--- src/rtl/theta_update.sv ---
// One SGD step on eight signed 8-bit weights, one weight per cycle, valid/ready on both sides.
// Define THETA_SAT_EN to saturate updated weights to [-128,127]; otherwise results wrap to 8 bits.
module theta_update #(
    parameter int unsigned ALPHA_SHIFT = 6
) (
    input  logic        clk,
    input  logic        rst_n,
    input  logic        in_valid,
    output logic        in_ready,
    input  logic [63:0] x,
    input  logic [63:0] teta,
    input  logic [7:0]  h,
    input  logic        y,
    output logic        out_valid,
    input  logic        out_ready,
    output logic [63:0] teta_out,
    output logic [15:0] upd_cnt
);

    typedef enum logic [1:0] {IDLE, CALC, DONE} state_e;

    state_e      state_q, state_d;
    logic [2:0]  j_q, j_d;
    logic [63:0] x_q, x_d;
    logic [63:0] teta_out_q, teta_out_d;
    logic [7:0]  h_q, h_d;
    logic        lbl_q, lbl_d;
    logic [15:0] cnt_q, cnt_d;

    logic [7:0]         x_j;
    logic signed [7:0]  teta_j;
    logic signed [8:0]  err;
    logic signed [17:0] grad;
    logic signed [17:0] step;
    logic signed [18:0] new_w;
    logic [7:0]         new_byte;

    // The weight being updated is read back from teta_out, which still holds the captured byte.
    always_comb begin
        x_j    = x_q[{j_q, 3'b000} +: 8];
        teta_j = $signed(teta_out_q[{j_q, 3'b000} +: 8]);
        err    = $signed({1'b0, h_q}) - $signed({1'b0, {8{lbl_q}}});
        grad   = 18'(err) * 18'($signed({1'b0, x_j}));
        step   = grad >>> ALPHA_SHIFT;
        new_w  = 19'(teta_j) - 19'(step);
`ifdef THETA_SAT_EN
        if (new_w > 19'sd127) begin
            new_byte = 8'h7F;
        end else if (new_w < -19'sd128) begin
            new_byte = 8'h80;
        end else begin
            new_byte = new_w[7:0];
        end
`else
        new_byte = new_w[7:0];
`endif
    end

    always_comb begin
        state_d    = state_q;
        j_d        = j_q;
        x_d        = x_q;
        teta_out_d = teta_out_q;
        h_d        = h_q;
        lbl_d      = lbl_q;
        cnt_d      = cnt_q;
        case (state_q)
            IDLE: begin
                if (in_valid) begin
                    x_d        = x;
                    teta_out_d = teta;
                    h_d        = h;
                    lbl_d      = y;
                    j_d        = 3'd0;
                    state_d    = CALC;
                end
            end
            CALC: begin
                teta_out_d[{j_q, 3'b000} +: 8] = new_byte;
                j_d = j_q + 3'd1;
                if (j_q == 3'd7) begin
                    state_d = DONE;
                end
            end
            DONE: begin
                if (out_ready) begin
                    cnt_d   = cnt_q + 16'd1;
                    state_d = IDLE;
                end
            end
            default: state_d = IDLE;
        endcase
    end

    always_ff @(posedge clk or negedge rst_n) begin
        if (!rst_n) begin
            state_q    <= IDLE;
            j_q        <= '0;
            x_q        <= '0;
            teta_out_q <= '0;
            h_q        <= '0;
            lbl_q      <= 1'b0;
            cnt_q      <= '0;
        end else begin
            state_q    <= state_d;
            j_q        <= j_d;
            x_q        <= x_d;
            teta_out_q <= teta_out_d;
            h_q        <= h_d;
            lbl_q      <= lbl_d;
            cnt_q      <= cnt_d;
        end
    end

    assign in_ready  = (state_q == IDLE);
    assign out_valid = (state_q == DONE);
    assign teta_out  = teta_out_q;
    assign upd_cnt   = cnt_q;

endmodule

--- config.mk ---
export PLATFORM = sky130hd
export DESIGN_NAME = theta_update
export DESIGN_NICKNAME = d
export VERILOG_FILES = /design/src/rtl/theta_update.sv
export SDC_FILE = /design/constraint.sdc
export NUM_CORES = 1
export LEC_CHECK = 0
export CAP_MARGIN = 10
export CORE_UTILIZATION = 39
export CTS_CLUSTER_SIZE = 20
export DETAILED_ROUTE_END_ITERATION = 8
export PLACE_DENSITY = 0.74
export SYNTH_ARGS = -nofsm -noshare
export SYNTH_HDL_FRONTEND = slang
export SYNTH_SLANG_ARGS = --single-unit
--- constraint.sdc ---
create_clock -name clk -period 14.7 [get_ports clk]
set_input_delay 2.94 -clock clk [delete_from_list [all_inputs] [get_ports clk]]
set_output_delay 2.94 -clock clk [all_outputs]
set_load 0.02 [all_outputs]
==> impl_metrics.env <==
export IMPL_fp_row_count=59
export IMPL_synth_edf_count=0
export IMPL_dp_hpwl_um=22510
export IMPL_clkLatencyLatePin_ns=0.43
export IMPL_post_cts_buffers=0
export IMPL_syn_avg_cell_area_sq_um=8.907
export IMPL_via_count=8978
export IMPL_grt_first_pass_wirelength_um=48690
export IMPL_synthAdderAreaFrac_pct=14.33
export IMPL_core_area_sq_um=25980
export IMPL_grt_pass1_vias=9339
export IMPL_busiest_layer="met2"
export IMPL_synth_top_family_by_area="simple AND/OR/NAND/NOR gates"
export IMPL_gp_congestion=0.9071
export IMPL_cts_sinks=158
export IMPL_synthSimpleGateAreaFrac_pct=21.12
export IMPL_setup_viol=0
export IMPL_pin_count=223
export IMPL_max_freq_mhz=123.7
export IMPL_wl_um=30280
export IMPL_min_path_type="reg -> reg"
export IMPL_slowest_stage="fa_1"
export IMPL_drt_antenna_violating_nets=0
export IMPL_track_usage_pct=23.50
export IMPL_seq_area_frac_synth_pct=38.30
export IMPL_ys_async_sr_fraction_pct=100.0
export IMPL_synth_ff_type="dfrtp_1"
export IMPL_required_ns=14.99
export IMPL_setup_tns_final_ns=0
export IMPL_crit_path_max_fanout=8
export IMPL_overflow=0
export IMPL_cts_buffers_inserted=17
export IMPL_ys_warnings_count=0
export IMPL_finalNetCount=1589
export IMPL_timing_max_cap_violations=0
export IMPL_synth_nets=1390
export IMPL_htree_num_levels=4
export IMPL_maxSlewHeadroom_pct=33.95
export IMPL_cts_root_buf="clkbuf_16"
export IMPL_clk_pin_slew_worst_paths_ns=0.07
export IMPL_met1_usage_pct=30.56
export IMPL_synthMuxAreaShare_pct=8.266
export IMPL_ys_types=52
export IMPL_dp_slack_ns=6.713
export IMPL_grt_setup_unrepaired="false"
export IMPL_slew_viol_final=0
export IMPL_antenna_found_initial=2
export IMPL_synth_seq_cells=158
export IMPL_die_w_um=164.7
export IMPL_status="complete, no violations"
export IMPL_period_needed_ns=8.087
export IMPL_synth_xor_area_share_pct=4.206
export IMPL_area_delta_synth_final_pct=30.21
export IMPL_die_area_sq_um=27130
export IMPL_postPlaceCellArea_sq_um=12830
export IMPL_period_share_pct=55.01
export IMPL_skew_ns=0.01135
export IMPL_cts_tree="yes"
export IMPL_synth_compound_area_share_pct=8.847
export IMPL_fp_dieH_um=164.7
export IMPL_design_area_sq_um=13440
export IMPL_vias_per_cell=5.260
export IMPL_synth_cells=1159
export IMPL_met2_usage_pct=37.09
export IMPL_slowest_delay_ns=0.54
export IMPL_drc=0
export IMPL_crit_path_end_kind="flip-flop"
export IMPL_hold_viol_final=0
export IMPL_grt_use_met3_pct=5.902
export IMPL_critPathKind="reg -> reg"
export IMPL_arrival_ns=8.37
export IMPL_cts_resized=0
export IMPL_start_util_pct=39.73
export IMPL_dr_pass1_iters=6
export IMPL_cp_start_kind="flip-flop"
export IMPL_setup_ws_ns=6.613
export IMPL_worstMarginPinSlew_ns=0.9907
export IMPL_wl_per_cell_um=17.74
export IMPL_drt_iter0_markers=769
export IMPL_hold_buffers=0
export IMPL_port_buffers=222
export IMPL_clockBufferDepth=2
export IMPL_grt_start_max_net_pins=82
export IMPL_syn_area_sq_um=10320
export IMPL_drive_gt1_share_pct=6.710
## worst max-delay path: cells and delay by family, from the launching register on
kind | cells | cell delay, ns
AO/OA/AOI/OAI | 7 | 1.57
XOR/XNOR | 4 | 1.20
adder cells (fa/ha/maj) | 8 | 3.14
buffers and inverters | 5 | 0.27
flip-flops | 1 | 0.36
AND/OR/NAND/NOR | 8 | 1.41
## cell usage after synthesis, types with 16 or more instances
cell type	count	area, sq um
nand2_1	337	1265
dfrtp_1	158	3954
nor2_1	116	435.4
a21oi_1	81	405.4
inv_1	80	300.3
fa_1	47	940.9
o21ai_0	44	220.2
ha_1	43	538.0
clkbuf_1	35	131.4
xnor2_1	34	297.8
mux4_2	32	720.7
nor2b_1	16	100.1
## through the flow
stage	hold WS [ns]	std cells	utilization, %
detailed placement	0.4571	1674	49.39
CTS	0.4766	1706	51.72
finish	0.4725	1707	51.73
global placement	0.4545	1674	49.39
floorplan	0.4403	1159	-
global route	0.4890	1706	51.72
## registers in the layout, summed over array words and instances, names as in the netlist
name,flops
teta_out,64
x_q,64
upd_cnt,16
h_q,8
j_q,3
state_q,2
lbl_q,1
## layer usage
metal / up-vias / share of wire (%)
li1: 4186 / -
met3: 82 / 7.3
met5: - / 0
met2: 325 / 47
met1: 4385 / 42
met4: 0 / 3.6
## cell type report
cell class | count | area [sq um]
Tap cell | 335 | 419.2
Antenna cell | 1 | 2.502
Timing Repair Buffer | 229 | 2276
Clock inverter | 13 | 153.9
Fill cell | 2387 | 12540
Sequential cell | 158 | 3955
Multi-Input combinational cell | 871 | 5879
Inverter | 81 | 304.0
Clock buffer | 19 | 452.9
## placed cells by master, fill, tap and decap left out, types with 3 or more instances in the layout
cell type	instances
a211oi_1	3
a211oi_2	5
a21o_1	5
a21oi_1	81
a22oi_1	6
a31oi_1	3
and2_1	6
and3_1	6
buf_4	7
clkbuf_16	17
clkdlybuf4s50_1	221
clkinv_4	3
clkinvlp_4	3
dfrtp_1	157
fa_1	47
ha_1	43
inv_1	80
mux2_2	3
mux2i_1	4
mux4_2	32
nand2_1	336
nand2b_1	11
nand3_1	8
nand4_1	9
nor2_1	116
nor2b_1	16
nor3_1	10
o21a_1	3
o21ai_0	44
xnor2_1	34
xor2_1	11
## kinds of logic after synthesis
kind of cell               Yosys count
AOI/OAI and AO/OA                  160
xor gates and xnor gates            47
adders and majority gates           90
buffers and inverters              130
DFF                                158
muxes                               42
and+or+nand+nor                    532
## final timing paths
path                            depth (start not counted)  slack [ns]                 from                  endpoint
worst max-delay path                                   32        6.61   h_q[0]$_DFFE_PN0P_  teta_out[31]$_DFFE_PN0P_
worst min-delay path                                    2        0.47  x_q[56]$_DFFE_PN0P_       x_q[56]$_DFFE_PN0P_
worst max register to register                         32        6.61   h_q[0]$_DFFE_PN0P_  teta_out[31]$_DFFE_PN0P_
worst min register to register                          2        0.47  x_q[56]$_DFFE_PN0P_       x_q[56]$_DFFE_PN0P_
max in group asynchronous                               2       10.63                rst_n        x_q[5]$_DFFE_PN0P_
min in group asynchronous                               1        2.56                rst_n  teta_out[45]$_DFFE_PN0P_
Power is left out: the tool's default activity adds up to more than one toggle a clock period on the data nets, which glitch-free logic cannot reach.
